**src/rtl/decodificador_pwm.sv**
```systemverilog
// ----------------------------------------------------------------------------
// decodificador_pwm
//
// Measures the period and high time of an asynchronous fan PWM waveform and
// reduces the duty cycle to a 2-bit fan level. A watchdog on the period
// counter reports a stuck input as a "no signal" condition. In that case the
// level follows the static input value: 11 when it is stuck high, 00 when it
// is stuck low.
//
// Ports
//   clock      in   system clock, all state changes on its rising edge
//   reset      in   asynchronous active-low reset
//   pwm_in     in   asynchronous PWM waveform
//   s_nivel    out  [1:0] decoded level: 00 off, 01 low, 10 mid, 11 high
//   valido     out  s_nivel holds a measurement or a no-signal decision
//   pronto     out  one-cycle pulse whenever s_nivel/valido are updated
//   sem_sinal  out  no rising edge seen for TIMEOUT cycles
// ----------------------------------------------------------------------------
module decodificador_pwm #(
    parameter int TIMEOUT = 2000,
    parameter int PER_MIN = 4
) (
    input  logic       clock,
    input  logic       reset,
    input  logic       pwm_in,
    output logic [1:0] s_nivel,
    output logic       valido,
    output logic       pronto,
    output logic       sem_sinal
);

    localparam logic [15:0] LP_TIMEOUT = 16'(TIMEOUT);
    localparam logic [15:0] LP_PER_MIN = 16'(PER_MIN);

    typedef enum logic [1:0] {
        ESPERA    = 2'd0,
        MEDINDO   = 2'd1,
        SEM_SINAL = 2'd2
    } estado_t;

    estado_t     r_estado;
    estado_t     w_estado_nxt;

    logic        r_sync1;
    logic        r_sync2;
    logic        r_prev;
    logic [15:0] r_cnt_per;
    logic [15:0] r_cnt_alto;

    logic [1:0]  r_nivel;
    logic        r_valido;
    logic        r_pronto;
    logic        r_sem_sinal;

    logic [1:0]  w_nivel_nxt;
    logic        w_valido_nxt;
    logic        w_pronto_nxt;
    logic        w_sem_sinal_nxt;

    logic        w_sync;
    logic        w_rise;
    logic        w_glitch;
    logic        w_reload;
    logic        w_timeout;
    logic [1:0]  w_classe;
    logic [18:0] w_h8;
    logic [18:0] w_p1;
    logic [18:0] w_p3;
    logic [18:0] w_p5;

    assign w_sync = r_sync2;
    assign w_rise = r_sync2 & ~r_prev;

    // A too-short period is ignored entirely: the counters keep running so
    // the next real edge still measures the full period from the last good one.
    assign w_glitch = (r_estado == MEDINDO) && w_rise && (r_cnt_per < LP_PER_MIN);
    assign w_reload = w_rise && !w_glitch;

    // The edge wins over the watchdog. Excluding SEM_SINAL keeps a saturated
    // counter (TIMEOUT = 0xFFFF) from re-firing the timeout every cycle.
    assign w_timeout = (r_cnt_per == LP_TIMEOUT) && !w_rise && (r_estado != SEM_SINAL);

    // Duty classification by comparing 8*H with P, 3P and 5P (thresholds at
    // 1/8, 3/8 and 5/8). 19 bits hold 5 * 0xFFFF without overflow.
    always_comb begin
        w_h8 = {r_cnt_alto, 3'b000};
        w_p1 = {3'b000, r_cnt_per};
        w_p3 = w_p1 + (w_p1 << 1);
        w_p5 = w_p1 + (w_p1 << 2);
        if (w_h8 < w_p1) begin
            w_classe = 2'b00;
        end else if (w_h8 < w_p3) begin
            w_classe = 2'b01;
        end else if (w_h8 < w_p5) begin
            w_classe = 2'b10;
        end else begin
            w_classe = 2'b11;
        end
    end

    // State register
    always_ff @(posedge clock or negedge reset) begin
        if (!reset) begin
            r_estado <= ESPERA;
        end else begin
            r_estado <= w_estado_nxt;
        end
    end

    // Next-state logic
    // NOTE: every combinational output gets a default first, so that no path
    // leaves it unassigned and no latch is inferred.
    always_comb begin
        w_estado_nxt = r_estado;
        case (r_estado)
            ESPERA: begin
                if (w_rise) begin
                    w_estado_nxt = MEDINDO;
                end else if (w_timeout) begin
                    w_estado_nxt = SEM_SINAL;
                end
            end
            MEDINDO: begin
                if (w_timeout) begin
                    w_estado_nxt = SEM_SINAL;
                end
            end
            SEM_SINAL: begin
                if (w_rise) begin
                    w_estado_nxt = ESPERA;
                end
            end
            default: w_estado_nxt = ESPERA;
        endcase
    end

    // Output logic: next values of the registered outputs
    always_comb begin
        w_nivel_nxt     = r_nivel;
        w_valido_nxt    = r_valido;
        w_sem_sinal_nxt = r_sem_sinal;
        w_pronto_nxt    = 1'b0;
        if (w_timeout) begin
            w_nivel_nxt     = w_sync ? 2'b11 : 2'b00;
            w_valido_nxt    = 1'b1;
            w_sem_sinal_nxt = 1'b1;
            w_pronto_nxt    = 1'b1;
        end else begin
            case (r_estado)
                MEDINDO: begin
                    if (w_rise && !w_glitch) begin
                        w_nivel_nxt  = w_classe;
                        w_valido_nxt = 1'b1;
                        w_pronto_nxt = 1'b1;
                    end
                end
                SEM_SINAL: begin
                    if (w_rise) begin
                        // Level and valido stay until a new measurement arrives.
                        w_sem_sinal_nxt = 1'b0;
                    end else if (w_sync != r_prev) begin
                        w_nivel_nxt  = w_sync ? 2'b11 : 2'b00;
                        w_pronto_nxt = 1'b1;
                    end
                end
                default: ;
            endcase
        end
    end

    // Synchronizer, measurement counters and output registers
    // NOTE: sequential state uses non-blocking assignments so every register
    // samples the pre-edge values regardless of statement order.
    always_ff @(posedge clock or negedge reset) begin
        if (!reset) begin
            r_sync1     <= 1'b0;
            r_sync2     <= 1'b0;
            r_prev      <= 1'b0;
            r_cnt_per   <= '0;
            r_cnt_alto  <= '0;
            r_nivel     <= 2'b00;
            r_valido    <= 1'b0;
            r_pronto    <= 1'b0;
            r_sem_sinal <= 1'b0;
        end else begin
            r_sync1 <= pwm_in;
            r_sync2 <= r_sync1;
            r_prev  <= r_sync2;

            // The counter values in the edge cycle are the captured P and H.
            if (w_reload) begin
                r_cnt_per <= 16'd1;
            end else if (r_cnt_per != 16'hFFFF) begin
                r_cnt_per <= r_cnt_per + 16'd1;
            end

            if (w_reload) begin
                r_cnt_alto <= 16'd1;
            end else if (w_sync && (r_cnt_alto != 16'hFFFF)) begin
                r_cnt_alto <= r_cnt_alto + 16'd1;
            end

            r_nivel     <= w_nivel_nxt;
            r_valido    <= w_valido_nxt;
            r_pronto    <= w_pronto_nxt;
            r_sem_sinal <= w_sem_sinal_nxt;
        end
    end

    assign s_nivel   = r_nivel;
    assign valido    = r_valido;
    assign pronto    = r_pronto;
    assign sem_sinal = r_sem_sinal;

endmodule

```
**config.mk**
```make
export PLATFORM = sky130hd
export DESIGN_NAME = decodificador_pwm
export DESIGN_NICKNAME = d
export VERILOG_FILES = /design/src/rtl/decodificador_pwm.sv
export SDC_FILE = /design/constraint.sdc
export NUM_CORES = 1
export LEC_CHECK = 0
export CAP_MARGIN = 10
export CELL_PAD_IN_SITES_DETAIL_PLACEMENT = 1
export CELL_PAD_IN_SITES_GLOBAL_PLACEMENT = 1
export CORE_MARGIN = 8
export CORE_UTILIZATION = 35
export CTS_CLUSTER_DIAMETER = 50
export CTS_CLUSTER_SIZE = 8
export DETAILED_ROUTE_END_ITERATION = 7
export PLACE_DENSITY_LB_ADDON = 0.1
export SKIP_CTS_REPAIR_TIMING = 1
export SKIP_LAST_GASP = 1
export SYNTH_ARGS = -nofsm -noshare
export SYNTH_HDL_FRONTEND = slang
export SYNTH_SLANG_ARGS = --single-unit
export TNS_END_PERCENT = 10
```
**constraint.sdc**
```tcl
create_clock -name clock -period 4.62 [get_ports clock]
set_input_delay 0.693 -clock clock [delete_from_list [all_inputs] [get_ports clock]]
set_output_delay 0.693 -clock clock [all_outputs]
set_load 0.005 [all_outputs]
```
==> key figures <==
Outcome
  • Status: finished clean

Yosys
  • Seq/Total Area, Yosys: 0.2298
  • Area fraction of the dominant cell type after synthesis: 0.2654
  • Async set or reset register ratio after synthesis: 1.000
  • EDFF count, synth: 0
  • Top cells by area, synth: ha_1, dfrtp_1, xnor2_1
  • Seq cells post-synth: 42
  • Post-synthesis cell count: 533
  • Syn nets: 635
  • Synth Flop Type: dfrtp_1
  • Post-synthesis cell type count: 50
  • Synth Area per Inst: 8.580 um2
  • Synthesized cell area: 4573 um2
  • Post-synth top area cell: ha_1
  • Warnings, synthesis: 0

STA
  • Max-slew violations: 0
  • Setup TNS: 0 ns
  • Final-report hold violation count: 0
  • Slew @ Worst Pin: 1.057 ns
  • Min Tclk post-route: 4.141 ns
  • RSZ-0062 raised after global routing: false
  • Layout Skew: 0.01295 ns
  • Final setup viols: 0
  • Worst slew margin: 0.2858
  • Final critical-path setup slack: 0.4794 ns
  • Period utilization: 0.8962
  • Hold WS: 0.3557 ns
  • Fmax: 0.2415 GHz

Drt
  • Met2 WL: 6534 um
  • Initial DRC count: 104
  • M1 WL: 6798 um
  • Drt first pass iters: 4
  • Vias: 3,874
  • Final wirelength: 13,810 um
  • Vias per cell: 5.396
  • WL met3: 198 um
  • DRT antenna net count: 0
  • Drt wl/cell: 19.23 um
  • DRC viols: 0
  • Highest Signal Layer: met4

GRT
  • Number of global-route vias before repair: 4,282
  • Largest net degree at the start of global routing: 43
  • Global route total overflow: 0
  • GRT Overall Usage: 0.1762
  • First-pass GRT wire length: 22,960 um
  • Initial antenna violation count: 0

Die
  • Initial Util: 0.3609
  • Die Ht: 130.3 um
  • FP Rows: 41
  • I/O pin cnt: 8
  • Core area: 12,670 um2
  • Die area: 16,980 um2
  • Chip Width: 130.3 um

Layout
  • Final Instance Area: 4994 um2
  • Layout cells sized above 1: 0.03480
  • Core Util, Final: 0.3941
  • Fin nets: 647
  • Layout Cells excl Fill: 718
  • Area Growth Syn to Fin: 9.193%
  • ANT cells: 0

Pwr
  • Peak supply drop: 0.1721 mV
  • Pwr Total: 1.748 mW
  • PwrDens: 350.0 nW/um2
  • Leak pwr: 2.330 nW

Job
  • Max_cap viols: 0

Worst setup path
  • Crit end category: flop
  • Critical Path AT: 4.31 ns
  • CP required: 4.79 ns
  • Crit Path Class: reg -> reg
  • CP Launch Type: flop
  • Crit Path Max Fanout: 7

Place
  • Pre-CTS setup slack: 0.5088 ns
  • Cell Area, Placed: 4850 um2
  • Port-buffer cells: 7
  • Cells after DPL: 710
  • GPL Wtd Cong: 0.8316
  • Dpl hpwl: 11,220 um

CTS
  • Clock transition at path regs: 0.07 ns
  • H-Tree Level Count: 2
  • Root buf cell: clkbuf_16
  • Later-pin clock latency in the skew report: 0.31 ns
  • Clock sinks: 42
  • CTS tree: done
  • Clock Path Buffers: 2
  • CTS Buf Count: 5

Min path
  • Hold crit path type: reg -> reg
[synthesized netlist by cell type, types with 7 or more instances]
cell      instances
a21o_1           12
a21oi_1          43
a31oi_1           8
dfrtp_1          42
ha_1             97
inv_1            28
nand2_1          42
nand3_1          21
nand4_1           8
nor2_1           52
nor3_1           12
o21ai_0          30
o21bai_1          7
xnor2_1          31
xor2_1           23
[state kept, by name (all words and copies together), names as in the netlist, 2 cells and up]
| register | cells |
|---|---|
| r_cnt_alto | 16 |
| s_nivel | 2 |
| r_cnt_per | 16 |
| r_estado | 2 |
[cells in the final DEF (no fill, tap or decap), types with 12 or more instances in the layout]
| cell | count |
|---|---|
| xor2_1 | 23 |
| dfrtp_1 | 42 |
| nor3_1 | 12 |
| xnor2_1 | 31 |
| inv_1 | 28 |
| a21oi_1 | 43 |
| nor2_1 | 52 |
| nand3_1 | 21 |
| nand2_1 | 42 |
| o21ai_0 | 30 |
| ha_1 | 97 |
| a21o_1 | 12 |
[kinds of logic (layout without fill, tap and decap cells)]
| family | count (synthesis) | after routing | share of synthesized area |
|---|---|---|---|
| and+or+nand+nor | 173 | 173 | 0.1836 |
| DFF | 42 | 42 | 0.2298 |
| muxes | 1 | 1 | 0.002189 |
| xor gates and xnor gates | 54 | 54 | 0.1034 |
| AOI/OAI and AO/OA | 131 | 131 | 0.1781 |
| buffers and inverters | 33 | 46 | 0.02873 |
| adders and majority gates | 99 | 99 | 0.2741 |
[final cells by class]
| cell class | count | area (um2) |
|---|---|---|
| Clock inverter | 3 | 18.77 |
| Clock buffer | 5 | 125.1 |
| Inverter | 28 | 105.1 |
| Sequential cell | 42 | 1051 |
| Timing Repair Buffer | 10 | 87.58 |
| Fill cell | 1530 | 7677 |
| Tap cell | 172 | 215.2 |
| Multi-Input combinational cell | 458 | 3391 |
[routing by layer]
metal | global-route usage | vias up
met2 | 0.3007 | 26
met3 | 0.02081 | 18
met1 | 0.2247 | 1882
met4 | 0.06079 | 0
li1 | - | 1948
met5 | 0 | -
[worst paths after layout]
kind,slack [ns],end,startpoint,cells past startpoint
worst max-delay path,0.48,s_nivel[1],r_cnt_per[1],14
worst min-delay path,0.36,r_sync2,r_sync1,0
worst max register to register,0.48,s_nivel[1],r_cnt_per[1],14
worst min register to register,0.36,r_sync2,r_sync1,0
max in group asynchronous,3.39,r_cnt_per[11],reset,1
min in group asynchronous,0.57,sem_sinal,reset,1
[report_power, final]
group | switching [mW] | leakage (nW) | internal (mW)
Clock | 0.177 | 0.0740 | 0.201
Combinational | 0.474 | 1.70 | 0.372
Sequential | 0.105 | 0.555 | 0.419
[critical path, stage by stage (launching register included)]
cell and delay [ns]:
dfrtp_1 0.49, ha_1 0.31, fa_1 0.46, a211oi_1 0.24
o21bai_1 0.13, o2bb2ai_1 0.17, o41ai_1 0.51, o21ai_0 0.26
a21oi_1 0.21, ha_1 0.26, nor2b_1 0.13, or4_1 0.45
a21oi_1 0.16, nand2b_1 0.13, a31oi_1 0.09
(Power assumes the default switching activity.)
